==> src/rtl/ysyx_22040895_lsu.sv <==
// Load/store unit: one operation at a time through an IDLE -> REQ -> WAIT bus handshake.
// Define YSYX_22040895_LSU_MISALIGN_TRAP_EN to report misaligned accesses instead of aligning them down.
module ysyx_22040895_lsu #(
    parameter int XLEN = 64,
    parameter int OFFW = $clog2(XLEN/8)
) (
    input  logic              clk,
    input  logic              rst,
    input  logic              req_valid_i,
    output logic              req_ready_o,
    input  logic              ld_i,
    input  logic              st_i,
    input  logic [1:0]        size_i,
    input  logic              unsigned_i,
    input  logic [XLEN-1:0]   result_i,
    input  logic [XLEN-1:0]   wmdata_i,
    output logic              resp_valid_o,
    output logic [XLEN-1:0]   wdata_o,
    output logic              misalign_o,
    output logic              mem_req_o,
    output logic              mem_we_o,
    output logic [XLEN-1:0]   mem_addr_o,
    output logic [XLEN-1:0]   mem_wdata_o,
    output logic [XLEN/8-1:0] mem_wstrb_o,
    input  logic              mem_gnt_i,
    input  logic              mem_rvalid_i,
    input  logic [XLEN-1:0]   mem_rdata_i
);
    localparam int SW = XLEN / 8;
    localparam logic [1:0] S_IDLE = 2'd0;
    localparam logic [1:0] S_REQ  = 2'd1;
    localparam logic [1:0] S_WAIT = 2'd2;

    logic [1:0]      r_state;
    logic            r_is_ld;
    logic            r_unsigned;
    logic [1:0]      r_size;
    logic [OFFW-1:0] r_off;
    logic            r_mem_req;
    logic            r_mem_we;
    logic [XLEN-1:0] r_mem_addr;
    logic [XLEN-1:0] r_mem_wdata;
    logic [SW-1:0]   r_mem_wstrb;
    logic            r_resp_valid;
    logic            r_misalign;
    logic [XLEN-1:0] r_wdata;

    logic            w_accept;
    logic            w_mem_op;
    logic            w_trap;
    logic [OFFW-1:0] w_off;
    logic [OFFW-1:0] w_align_mask;
    logic [OFFW-1:0] w_off_eff;
    logic [SW-1:0]   w_strb_base;
    logic [XLEN-1:0] w_rd_shifted;
    logic [XLEN-1:0] w_lane_mask;
    logic            w_sign_bit;
    logic [XLEN-1:0] w_ld_data;

    // Ready is gated by reset so the pipeline never sees a handshake while the unit is held.
    assign req_ready_o  = rst & (r_state == S_IDLE);
    assign w_accept     = req_valid_i & req_ready_o;
    assign w_mem_op     = ld_i | st_i;
    assign w_off        = result_i[OFFW-1:0];
    assign w_align_mask = OFFW'((4'd1 << size_i) - 4'd1);

`ifdef YSYX_22040895_LSU_MISALIGN_TRAP_EN
    logic w_misalign;
    assign w_misalign = ((w_off & w_align_mask) != '0) || ((XLEN == 32) && (size_i == 2'b11));
    assign w_trap     = w_misalign & w_mem_op;
    assign w_off_eff  = w_off;
`else
    assign w_trap     = 1'b0;
    assign w_off_eff  = w_off & ~w_align_mask;
`endif

    always_comb begin
        case (size_i)
            2'b00:   w_strb_base = SW'(8'h01);
            2'b01:   w_strb_base = SW'(8'h03);
            2'b10:   w_strb_base = SW'(8'h0F);
            default: w_strb_base = SW'(8'hFF);
        endcase
    end

    // Load lane extraction uses the size/offset captured at accept time.
    always_comb begin
        w_rd_shifted = mem_rdata_i >> {r_off, 3'b000};
        case (r_size)
            2'b00: begin
                w_lane_mask = XLEN'(8'hFF);
                w_sign_bit  = w_rd_shifted[7];
            end
            2'b01: begin
                w_lane_mask = XLEN'(16'hFFFF);
                w_sign_bit  = w_rd_shifted[15];
            end
            2'b10: begin
                w_lane_mask = XLEN'(32'hFFFF_FFFF);
                w_sign_bit  = w_rd_shifted[31];
            end
            default: begin
                w_lane_mask = '1;
                w_sign_bit  = 1'b0;
            end
        endcase
        w_ld_data = (w_rd_shifted & w_lane_mask) | ((w_sign_bit & ~r_unsigned) ? ~w_lane_mask : '0);
    end

    always_ff @(posedge clk or negedge rst) begin
        if (!rst) begin
            r_state      <= S_IDLE;
            r_is_ld      <= 1'b0;
            r_unsigned   <= 1'b0;
            r_size       <= 2'b00;
            r_off        <= '0;
            r_mem_req    <= 1'b0;
            r_mem_we     <= 1'b0;
            r_mem_addr   <= '0;
            r_mem_wdata  <= '0;
            r_mem_wstrb  <= '0;
            r_resp_valid <= 1'b0;
            r_misalign   <= 1'b0;
            r_wdata      <= '0;
        end else begin
            // NOTE: response flags default low every cycle so each response is a single-cycle pulse.
            r_resp_valid <= 1'b0;
            r_misalign   <= 1'b0;
            case (r_state)
                S_IDLE: begin
                    if (w_accept) begin
                        if (!w_mem_op) begin
                            r_resp_valid <= 1'b1;
                            r_wdata      <= result_i;
                        end else if (w_trap) begin
                            r_resp_valid <= 1'b1;
                            r_misalign   <= 1'b1;
                            r_wdata      <= '0;
                        end else begin
                            r_state     <= S_REQ;
                            r_mem_req   <= 1'b1;
                            r_mem_we    <= st_i & ~ld_i;
                            r_mem_addr  <= {result_i[XLEN-1:OFFW], {OFFW{1'b0}}};
                            r_mem_wdata <= ld_i ? '0 : (wmdata_i << {w_off_eff, 3'b000});
                            r_mem_wstrb <= ld_i ? '0 : (w_strb_base << w_off_eff);
                            r_is_ld     <= ld_i;
                            r_unsigned  <= unsigned_i;
                            r_size      <= size_i;
                            r_off       <= w_off_eff;
                        end
                    end
                end
                S_REQ: begin
                    if (mem_gnt_i) begin
                        r_state   <= S_WAIT;
                        r_mem_req <= 1'b0;
                    end
                end
                S_WAIT: begin
                    if (mem_rvalid_i) begin
                        r_state      <= S_IDLE;
                        r_resp_valid <= 1'b1;
                        r_wdata      <= r_is_ld ? w_ld_data : '0;
                    end
                end
                default: r_state <= S_IDLE;
            endcase
        end
    end

    assign resp_valid_o = r_resp_valid;
    assign wdata_o      = r_wdata;
    assign misalign_o   = r_misalign;
    assign mem_req_o    = r_mem_req;
    assign mem_we_o     = r_mem_we;
    assign mem_addr_o   = r_mem_addr;
    assign mem_wdata_o  = r_mem_wdata;
    assign mem_wstrb_o  = r_mem_wstrb;
endmodule
==> config.mk <==
export PLATFORM = sky130hd
export DESIGN_NAME = ysyx_22040895_lsu
export DESIGN_NICKNAME = d
export VERILOG_FILES = /design/src/rtl/ysyx_22040895_lsu.sv
export SDC_FILE = /design/constraint.sdc
export NUM_CORES = 1
export LEC_CHECK = 0
export ABC_AREA = 0
export CAP_MARGIN = 40
export CELL_PAD_IN_SITES_DETAIL_PLACEMENT = 1
export CELL_PAD_IN_SITES_GLOBAL_PLACEMENT = 2
export CORE_MARGIN = 5
export CORE_UTILIZATION = 28
export CTS_CLUSTER_SIZE = 30
export DETAILED_ROUTE_END_ITERATION = 10
export PLACE_DENSITY = 0.86
export RECOVER_POWER = 50
export SYNTH_ARGS = -nofsm -noshare
export SYNTH_HDL_FRONTEND = slang
export SYNTH_SLANG_ARGS = --single-unit
export TNS_END_PERCENT = 1
==> constraint.sdc <==
create_clock -name clk -period 2.3 [get_ports clk]
set_input_delay 0.23 -clock clk [delete_from_list [all_inputs] [get_ports clk]]
set_output_delay 0.23 -clock clk [all_outputs]
set_load 0.02 [all_outputs]
==> impl_metrics.csv, run 1 <==
group,metric,value,unit
outcome,status,"complete, no violations",
global_routing,grt_pass1_vias,13200,
min_path,whs_path_depth,3,
timing,fmax,449,MHz
layout,area_delta_synth_final,53.1,%
pwr,p_int,10500,uW
routing,wirelength,57800,um
synth,ys_seq_area_share,43.6,%
clock_network,cts-root-buf,"clkbuf_16",
floorplan,die_h,217,um
synth,synth.area.top_cells,"dfrtp_1 44%, mux2i_1 11%, nand2_1 9.5%",
synth,yosysWarningCount,0,
synth,synth-seq-cells,209,
layout,drive_above_1_share,13.7,%
timing,maxSlewViolCount,0,
clock_network,cts.sinks,209,
floorplan,rows,75,
global_routing,grt_pass1_wl,86500,um
critical_path,worstPathRequired,2.76,ns
pwr,p_sw_share,38.4,%
placement,placedCellCount,2178,
routing,post_drt_wl_per_cell,25.9,um
timing,rsz0062_at_grt,"false",
timing,finalHoldViolations,0,
layout,multi_input_area,6330,um^2
critical_path,worstPathArrival,2.68,ns
synth,synth_flop_cell,"dfrtp_1",
critical_path,cp-end-kind,"flop",
global_routing,globalRoute.totalOverflow,0,
synth,synthCells,1225,
synth,synth_top_family_by_area,"multiplexers",
layout,fillCellCount,4677,
layout,instances_no_fill,2235,
synth,synth_compound_area_share,16.8,%
synth,yosysTopAreaCell,"dfrtp_1",
pwr,vdd_drop_max,0.507,mV
critical_path,critPathLaunchType,"flop",
routing,drt_iter0_markers,902,
pwr,p_seq_share,31.0,%
routing,route.detailed.drc,0,
layout,final-seq-area,5240,um^2
routing,ant_nets,0,
floorplan,dieArea,47100,um^2
global_routing,antenna_found_initial,8,
timing,fin_crit,2.23,ns
synth,synthAdderAreaFrac,0,%
timing,skew,0.00982,ns
routing,num_vias,12100,
placement,dp_hpwl,44500,um
critical_path,cp_max_fo,15,
clock_network,cts_buffer_depth,3,
clock_network,cts_tree,"built",
critical_path,r2r-start,"r_off[2]",
synth,yosys.cell_types.count,54,
pwr,switchingPower,6560,uW
synth,synth.avg_cell_area,9.79,um^2
placement,port_buffers,402,
routing,drt_pass1_iterations,5,
synth,synth_xor_area_share,0,%
floorplan,io-pin-count,407,
synth,synth_simple_gate_area_share,15.6,%
min_path,holdPathEnd,"mem_addr_o[19]",
timing,worstMarginPinSlew,1.34,ns
pwr,powerDensity,931,nW/um^2
synth,synth-edff-count,0,
synth,async_flop_share,100,%
floorplan,core-area,42100,um^2
timing,finalCritPeriodShare,96.7,%
global_routing,grt_usage,23.8,%
global_routing,grt_max_degree,166,
critical_path,r2r-end,"wdata_o[26]",
min_path,worstHoldStart,"result_i[19]",
critical_path,crit_type,"reg -> reg",
synth,synth_top_area_share,43.6,%
layout,fin_nets,1872,
layout,final_area,18300,um^2
timing,finalSetupViolCount,0,
timing,fin_setup_tns,0,ns
floorplan,die_x,217,um
pwr,power_frac_clock,26.4,%
synth,synthMuxAreaShare,19.7,%
critical_path,r2r_slack,0.07,ns
pwr,combPwrFrac,42.5,%
placement,gp_congestion,0.895,
clock_network,cts_buffers,28,
placement,post_dp_cell_area,17400,um^2
critical_path,worst-r2r-cell-count,6,
clock_network,ctsHtreeMaxLevel,1,
synth,synth_area,12000,um^2
pwr,leakage,0.00799,uW
run,cap_violations,0,
min_path,min_path_type,"in -> reg",
routing,routed_via_density,5.43,
timing,slew_headroom,10.8,%
clock_network,cts.clk_slew.worst_paths,0.06,ns
floorplan,start_util,28.5,%
clock_network,clk_latency,0.55,ns
[state kept, by name (all words and copies together) (netlist names)]
signal,flops
wdata_o,64
mem_wdata_o,64
r_size,2
r_is_ld,1
resp_valid_o,1
r_state,2
r_unsigned,1
mem_we_o,1
r_off,3
mem_req_o,1
mem_wstrb_o,8
mem_addr_o,61
[cell usage after synthesis, drive strengths merged (9+ instances only)]
library cell	count
o21ai	67
mux4	47
nor3b	19
nand2	304
nor2	61
a22oi	32
a21oi	51
clkbuf	66
o22ai	10
nand3	10
buf	42
a221oi	16
mux2i	129
a221o	9
nor2b	12
a22o	29
dfrtp	209
a211oi	14
o221ai	27
[what timing repair did]
action	4_1_cts	5_1_grt
endpoints found under the hold margin	44	0
resized for setup	2	3
hold buffers	1	0
endpoints found under the setup margin	2	17
buffers inserted	0	0
[logic make-up after synthesis]
family / count (synthesis)
AOI/OAI and AO/OA: 289
buffers and inverters: 111
DFF: 209
muxes: 177
other: 1
and+or+nand+nor: 438
[how the worst max path moves through the flow]
stage / start / to / slack (ns) / cells past startpoint
after floorplan: r_off[2] / wdata_o[28] / 0.26 / 7
after global placement: req_valid_i / mem_wdata_o[41] / -0.17 / 6
after detailed placement: size_i[1] / mem_wdata_o[63] / -0.16 / 8
after CTS: r_off[2] / wdata_o[26] / 0.05 / 6
after global routing: r_state[1] / mem_wdata_o[2] / 0.01 / 7
final: r_off[2] / wdata_o[26] / 0.07 / 6
[per-layer routing]
metal / global-route usage, % / part of all wire [%] / up-vias
met5: 0 / 0.095 / -
met4: 9.69 / 4.6 / 8
met3: 6.53 / 8.4 / 110
met2: 41.1 / 49 / 510
met1: 28.1 / 38 / 6131
li1: - / - / 5371
[power groups by stage]
stage          Combinational (uW)  Clock (uW)  Sequential [uW]
5_1_grt                      7750        4810             5430
2_1_floorplan                2680           0             6290
3_5_place_dp                 7630           0             5380
4_1_cts                      7670        4640             5340
3_3_place_gp                 7490           0             5340
6_report                     7270        4520             5300
[critical path: stages, from the launching register on]
cell      delay [ns]
dfrtp_2         0.49
mux2i_1         0.17
mux4_2          0.54
and3b_1         0.23
a2111o_1        0.33
buf_12          0.17
o221ai_1        0.20
[cells in the final DEF, fill, tap and decap left out, types with 5 or more instances in the layout]
master             n
nand3_1           10
a221o_1            9
dlygate4sd3_1    200
nor2b_1            9
o211ai_1           8
nand2b_1           7
a211oi_1          14
nor2_1            60
dfrtp_1          205
a221oi_1          16
o22ai_1           10
mux2i_1          129
clkbuf_1           9
nand2_1          303
a21oi_1           51
clkbuf_16         29
nor3b_1           17
clkinv_2           6
a32oi_1            8
o221ai_1          24
clkdlybuf4s50_1  201
a22o_1            29
buf_4             97
a2bb2oi_1          5
mux4_2            47
and3_1             7
o21ai_0           65
a22oi_1           32
buf_12            18
[metrics by stage]
stage | setup WS, ns | total power (uW) | util (%) | hold WS, ns
final | 0.0748 | 17100 | 43.5 | 0.243
after CTS | 0.0474 | 17700 | 43.5 | 0.194
after global routing | 0.0107 | 18000 | 43.5 | 0.232
after detailed placement | -0.162 | 13000 | 41.2 | 0.389
after global placement | -0.168 | 12800 | 41.2 | 0.394
after floorplan | 0.264 | 8970 | - | -0.0656
[area by class of cell]
cell class | count | area share, %
multi-input combinational | 908 | 34.5
antenna | 4 | 0.0546
inverter | 3 | 0.0614
clock inverter | 13 | 0.832
tap | 539 | 3.68
sequential | 209 | 28.6
clock buffer | 39 | 4.32
timing repair buffer | 520 | 28.0
Note: power is estimated with default switching activity, not from simulation.
==> run 2: changes to the inputs <==
--- a/config.mk
+++ b/config.mk
@@ -6,16 +6,15 @@
 export NUM_CORES = 1
 export LEC_CHECK = 0
 export ABC_AREA = 0
-export CAP_MARGIN = 40
 export CELL_PAD_IN_SITES_DETAIL_PLACEMENT = 1
 export CELL_PAD_IN_SITES_GLOBAL_PLACEMENT = 2
 export CORE_MARGIN = 5
-export CORE_UTILIZATION = 28
+export CORE_UTILIZATION = 25
 export CTS_CLUSTER_SIZE = 30
 export DETAILED_ROUTE_END_ITERATION = 10
-export PLACE_DENSITY = 0.86
+export PLACE_DENSITY = 0.82
 export RECOVER_POWER = 50
 export SYNTH_ARGS = -nofsm -noshare
 export SYNTH_HDL_FRONTEND = slang
 export SYNTH_SLANG_ARGS = --single-unit
-export TNS_END_PERCENT = 1
+export TNS_END_PERCENT = 100
==> constraint.sdc (replaced) <==
create_clock -name clk -period 2 [get_ports clk]
set_input_delay 0.2 -clock clk [delete_from_list [all_inputs] [get_ports clk]]
set_output_delay 0.2 -clock clk [all_outputs]
set_load 0.02 [all_outputs]
==> run 2 against run 1 <==
Net effect:
- the flow now finishes with violations (negative setup slack)
- core utilization shrank 3.5 points
- non-clock buffer count up 53
- global-route usage is 2.0 points lower
- die area is 11% higher
==> impl_metrics.csv, run 2 (synthesized netlist as in run 1, its figures left out) <==
group,metric,value,unit
floorplan,die_x,229,um
critical_path,critPathLaunchType,"flop",
global_routing,grt_usage,21.8,%
critical_path,r2r-end,"wdata_o[25]",
timing,worst_slack,-0.243,ns
placement,placedCellCount,2304,
global_routing,grt_pass1_vias,13200,
pwr,leakage,0.00822,uW
clock_network,cts_tree,"built",
routing,routed_via_density,5.18,
timing,maxSlewViolCount,0,
clock_network,cts.sinks,209,
timing,worstMarginPinSlew,1.26,ns
outcome,status,"finished, violations left",
min_path,holdPathEnd,"r_unsigned",
placement,port_buffers,402,
critical_path,r2r_slack,-0.24,ns
critical_path,r2r-start,"r_off[2]",
placement,gp_congestion,0.897,
timing,finalSetupViolCount,48,
routing,route.detailed.drc,0,
critical_path,crit_type,"reg -> reg",
floorplan,dieArea,52400,um^2
timing,rsz0062_at_grt,"true",
run,cap_violations,0,
clock_network,cts.clk_slew.worst_paths,0.06,ns
floorplan,die_h,229,um
global_routing,grt_max_degree,117,
layout,fin_nets,1925,
global_routing,grt_pass1_wl,88400,um
clock_network,clk_latency,0.58,ns
placement,dp_hpwl,46400,um
floorplan,rows,80,
critical_path,worstPathArrival,2.73,ns
layout,layout_common_cells,"356 x clkdlybuf4s50_1, 303 x nand2_1, 205 x dfrtp_1",
placement,post-place-ws,-0.468,ns
floorplan,core-area,47500,um^2
timing,finalCritPeriodShare,112,%
routing,num_vias,12200,
routing,ant_nets,0,
min_path,whs_path_depth,3,
clock_network,cts-root-buf,"clkbuf_16",
timing,fmax,446,MHz
routing,post_drt_wl_per_cell,25.3,um
timing,fin_crit,2.24,ns
min_path,worstHoldStart,"unsigned_i",
global_routing,globalRoute.totalOverflow,0,
pwr,powerDensity,1090,nW/um^2
layout,area_delta_synth_final,59.0,%
layout,drive_above_1_share,17.4,%
global_routing,antenna_found_initial,7,
layout,fillCellCount,5388,
floorplan,start_util,25.2,%
outcome,violations,"negative setup slack",
floorplan,io-pin-count,407,
routing,wirelength,59700,um
pwr,vdd_drop_max,0.721,mV
clock_network,ctsHtreeMaxLevel,1,
critical_path,worstPathRequired,2.49,ns
routing,drt_iter0_markers,808,
critical_path,cp_max_fo,15,
min_path,min_path_type,"in -> reg",
layout,mostFrequentLayoutCell,"clkdlybuf4s50_1",
layout,utilization,40.1,%
clock_network,cts_buffers,28,
critical_path,worst-r2r-cell-count,6,
layout,instances_no_fill,2362,
clock_network,cts_buffer_depth,3,
critical_path,cp-end-kind,"flop",
timing,whs,0.169,ns
timing,skew,0.0291,ns
timing,finalHoldViolations,0,
timing,slew_headroom,16.3,%
routing,drt_pass1_iterations,5,
## run 2: changes by cell type in the layout (fill, tap and decap cells not counted), sizes merged, moves of 2 or more
| cell | previous run | this run |
|---|---|---|
| clkdlybuf4s50 | 201 | 356 |
| dlygate4sd3 | 200 | 45 |
| buf | 116 | 168 |
| bufinv | 3 | 6 |
| clkbuf | 41 | 38 |
| clkinvlp | 2 | 4 |
| diode | 4 | 2 |
## run 2: where the power goes
group          switching (uW)  internal (uW)
Combinational            4860           4150
Sequential                791           5300
Clock                    2170           3460
Total                    7820          12900
## run 2: layout make-up
class                      count  area [um^2]  area share [%]
timing repair buffer         573         5640            29.6
antenna                        2         5.00          0.0263
sequential                   209         5240            27.5
multi-input combinational    908         6380            33.5
clock inverter                18          269            1.41
inverter                       3         11.3          0.0591
clock buffer                  34          753            3.95
tap                          615          769            4.04
## run 2: worst max-delay path by stage
stage | cells after the start | slack [ns] | to | start
final | 6 | -0.24 | wdata_o[25] | r_off[2]
after CTS | 6 | -0.23 | wdata_o[23] | r_off[2]
after global routing | 6 | -0.29 | wdata_o[23] | r_off[2]
after global placement | 7 | -0.40 | wdata_o[23] | mem_rdata_i[23]
after detailed placement | 7 | -0.47 | wdata_o[27] | mem_rdata_i[23]
after floorplan | 7 | -0.04 | wdata_o[28] | r_off[2]
## run 2: timing repair
action | in CTS | in global routing
cloned | 0 | 1
hold buffers | 1 | 0
hold endpoints to repair | 114 | 0
setup endpoints to repair | 68 | 73
pin swaps | 2 | 2
buffers inserted | 1 | 1
resized for setup | 17 | 31
## run 2: through the flow
| step | setup TNS, ns | total power (uW) | instance area [um^2] |
|---|---|---|---|
| floorplan | -0.136 | 10300 | 12000 |
| global placement | -24.95 | 15100 | 18000 |
| detailed placement | -33.51 | 15300 | 18000 |
| CTS | -7.29 | 21100 | 19000 |
| global route | -38.76 | 21800 | 19100 |
| finish | -8.40 | 20700 | 19100 |
## run 2: metal layers
layer | vias up | wire, um | GRT usage, %
li1 | 5482 | - | -
met1 | 6183 | 23200 | 25.6
met2 | 484 | 30200 | 39.1
met3 | 87 | 4300 | 5.98
met4 | 10 | 2000 | 6.26
met5 | - | 80 | 0
## run 2: critical path, cell delays in order (launching register included)
cell and delay, ns:
dfrtp_2 0.49, mux2i_1 0.17, mux4_2 0.54, and3b_1 0.23
a2111o_1 0.34, buf_12 0.17, o221ai_1 0.19
==> run 3: changes to the inputs <==
--- a/config.mk
+++ b/config.mk
@@ -8,7 +8,6 @@
 export ABC_AREA = 0
 export CELL_PAD_IN_SITES_DETAIL_PLACEMENT = 1
 export CELL_PAD_IN_SITES_GLOBAL_PLACEMENT = 2
-export CORE_MARGIN = 5
 export CORE_UTILIZATION = 25
 export CTS_CLUSTER_SIZE = 30
 export DETAILED_ROUTE_END_ITERATION = 10
==> run 3 against run 2 <==
Net effect:
- the run still ends with negative setup slack left
- sequential share of layout area grew 0.19 points
- combinational power shrank 0.8%
- worst hold slack gained 0.022 ns
- design area shrank 0.67%
- non-clock buffer count shrank 5
- critical path depth is the same
- wire length shrank 4.1%
- sequential cell count is the same
- register-to-register slack is essentially flat
- via count is essentially flat
- first-iteration DRC count shrank 1.2%
- clock-buffer cell count grew 4
==> impl_metrics.csv, run 3 (synthesized netlist as in run 1, its figures left out) <==
group,metric,value,unit
outcome,status,"finished, violations left",
outcome,violations,"negative setup slack",
clock_network,cts_tree,"built",
routing,ant_nets,0,
clock_network,cts.clk_slew.worst_paths,0.06,ns
global_routing,globalRoute.totalOverflow,0,
global_routing,grt_pass1_vias,13100,
pwr,switchingPower,7640,uW
critical_path,crit_type,"reg -> reg",
layout,area_delta_synth_final,58.0,%
critical_path,path_cells,"mux2i_1 -> mux4_2 -> and3b_1 -> a211o_1 -> buf_12 -> o221ai_1",
clock_network,cts_buffers,27,
critical_path,crit_buf_inv,1,
pwr,vdd_drop_max,0.503,mV
pwr,p_int,12600,uW
routing,wirelength,57300,um
placement,gp_congestion,0.899,
pwr,powerDensity,1070,nW/um^2
placement,dp_hpwl,44300,um
timing,worstMarginPinSlew,1.32,ns
timing,fin_setup_tns,-8.76,ns
clock_network,clk_latency,0.56,ns
timing,finalCritPeriodShare,112,%
clock_network,cts-root-buf,"clkbuf_16",
layout,layout_common_cells,"340 x clkdlybuf4s50_1, 302 x nand2_1, 205 x dfrtp_1",
timing,fin_crit,2.24,ns
routing,num_vias,12200,
critical_path,critPathTopFamily,"multiplexers",
global_routing,grt_pass1_wl,85800,um
global_routing,grt_max_degree,136,
layout,utilization,40.3,%
routing,drt_iter0_markers,798,
floorplan,start_util,25.5,%
global_routing,antenna_found_initial,10,
clock_network,ctsHtreeMaxLevel,1,
global_routing,grt_usage,23.0,%
pwr,p_seq_share,30.1,%
layout,drive_above_1_share,16.6,%
pwr,combPwrFrac,44.2,%
floorplan,die_h,221,um
critical_path,cp_max_fo,32,
critical_path,critPathSlowestCell,"mux4_2",
timing,worst_slack,-0.241,ns
floorplan,io-pin-count,407,
critical_path,worstPathRequired,2.46,ns
timing,finalHoldViolations,0,
critical_path,max_stage_delay,0.54,ns
critical_path,cp-end-kind,"flop",
critical_path,critPathLaunchType,"flop",
pwr,power_frac_clock,25.7,%
routing,post_drt_wl_per_cell,24.4,um
clock_network,cts.sinks,209,
floorplan,dieArea,48800,um^2
floorplan,die_x,221,um
timing,skew,0.00688,ns
placement,post-place-ws,-0.414,ns
layout,mostFrequentLayoutCell,"clkdlybuf4s50_1",
layout,fin_nets,1919,
floorplan,rows,79,
clock_network,cts_buffer_depth,3,
min_path,min_path_type,"in -> reg",
timing,maxSlewViolCount,0,
timing,slew_headroom,12.2,%
critical_path,worstPathArrival,2.70,ns
timing,finalSetupViolCount,55,
run,cap_violations,0,
routing,drt_pass1_iterations,5,
routing,routed_via_density,5.22,
pwr,leakage,0.00816,uW
pwr,p_sw_share,37.8,%
timing,fmax,446,MHz
floorplan,core-area,47000,um^2
routing,route.detailed.drc,0,
placement,port_buffers,402,
timing,rsz0062_at_grt,"true",
[run 3: final cells by class]
cell class / count / area (um^2)
repair buffers: 568 / 5590
diodes: 4 / 10.0
clock inverters: 10 / 160
fillers: 5253 / 28000
well taps: 607 / 759
multi-input cells: 908 / 6400
clock buffers: 38 / 767
flip-flops and latches: 209 / 5240
inverters: 3 / 11.3
[run 3: path summary, 6_finish.rpt]
kind,from,end,slack (ns),cells after the start
worst max-delay path,r_off[2],wdata_o[61],-0.24,6
worst min-delay path,unsigned_i,r_unsigned,0.19,3
worst max register to register,r_off[2],wdata_o[61],-0.24,6
worst min register to register,mem_wdata_o[56],mem_wdata_o[56],0.46,2
max in group asynchronous,rst,r_off[0],0.16,4
min in group asynchronous,rst,mem_wdata_o[48],0.21,3
[run 3: what timing repair did]
action / in CTS / in global routing
cloned: 1 / 0
gates resized for setup: 28 / 17
setup endpoints to repair: 76 / 109
hold endpoints to repair: 15 / 0
buffers inserted: 0 / 1
pin swaps: 0 / 1
hold buffers: 1 / 0
[run 3: per-layer routing]
metal | wire (um) | vias to the layer above | GRT usage, % | share of wire, %
li1 | - | 5458 | - | -
met1 | 22700 | 6175 | 27.2 | 40
met2 | 27700 | 492 | 39.2 | 48
met3 | 4510 | 105 | 6.68 | 7.9
met4 | 2280 | 12 | 9.32 | 4.0
met5 | 80 | - | 0 | 0.14
[run 3: worst min-delay path, stage by stage]
cell and delay (ns):
clkdlybuf4s50_1 0.41, nand2_1 0.06, nand2_1 0.04
[run 3: through the flow]
stage                     power, uW  hold slack (ns)  instance area (um^2)  instances
after floorplan               10300          -0.0956                 12000       1228
after global placement        15000            0.189                 17900       2292
after detailed placement      15200            0.194                 17900       2292
after CTS                     20600            0.163                 18900       2342
after global routing          21300            0.202                 18900       2346
final                         20200            0.192                 18900       2347
[run 3: power groups by stage]
stage          registers, uW  clock network [uW]  logic, uW
2_1_floorplan           7230                   0       3080
3_3_place_gp            6110                   0       8890
3_5_place_dp            6150                   0       9030
4_1_cts                 6110                5340       9130
5_1_grt                 6220                5500       9550
6_report                6090                5190       8940
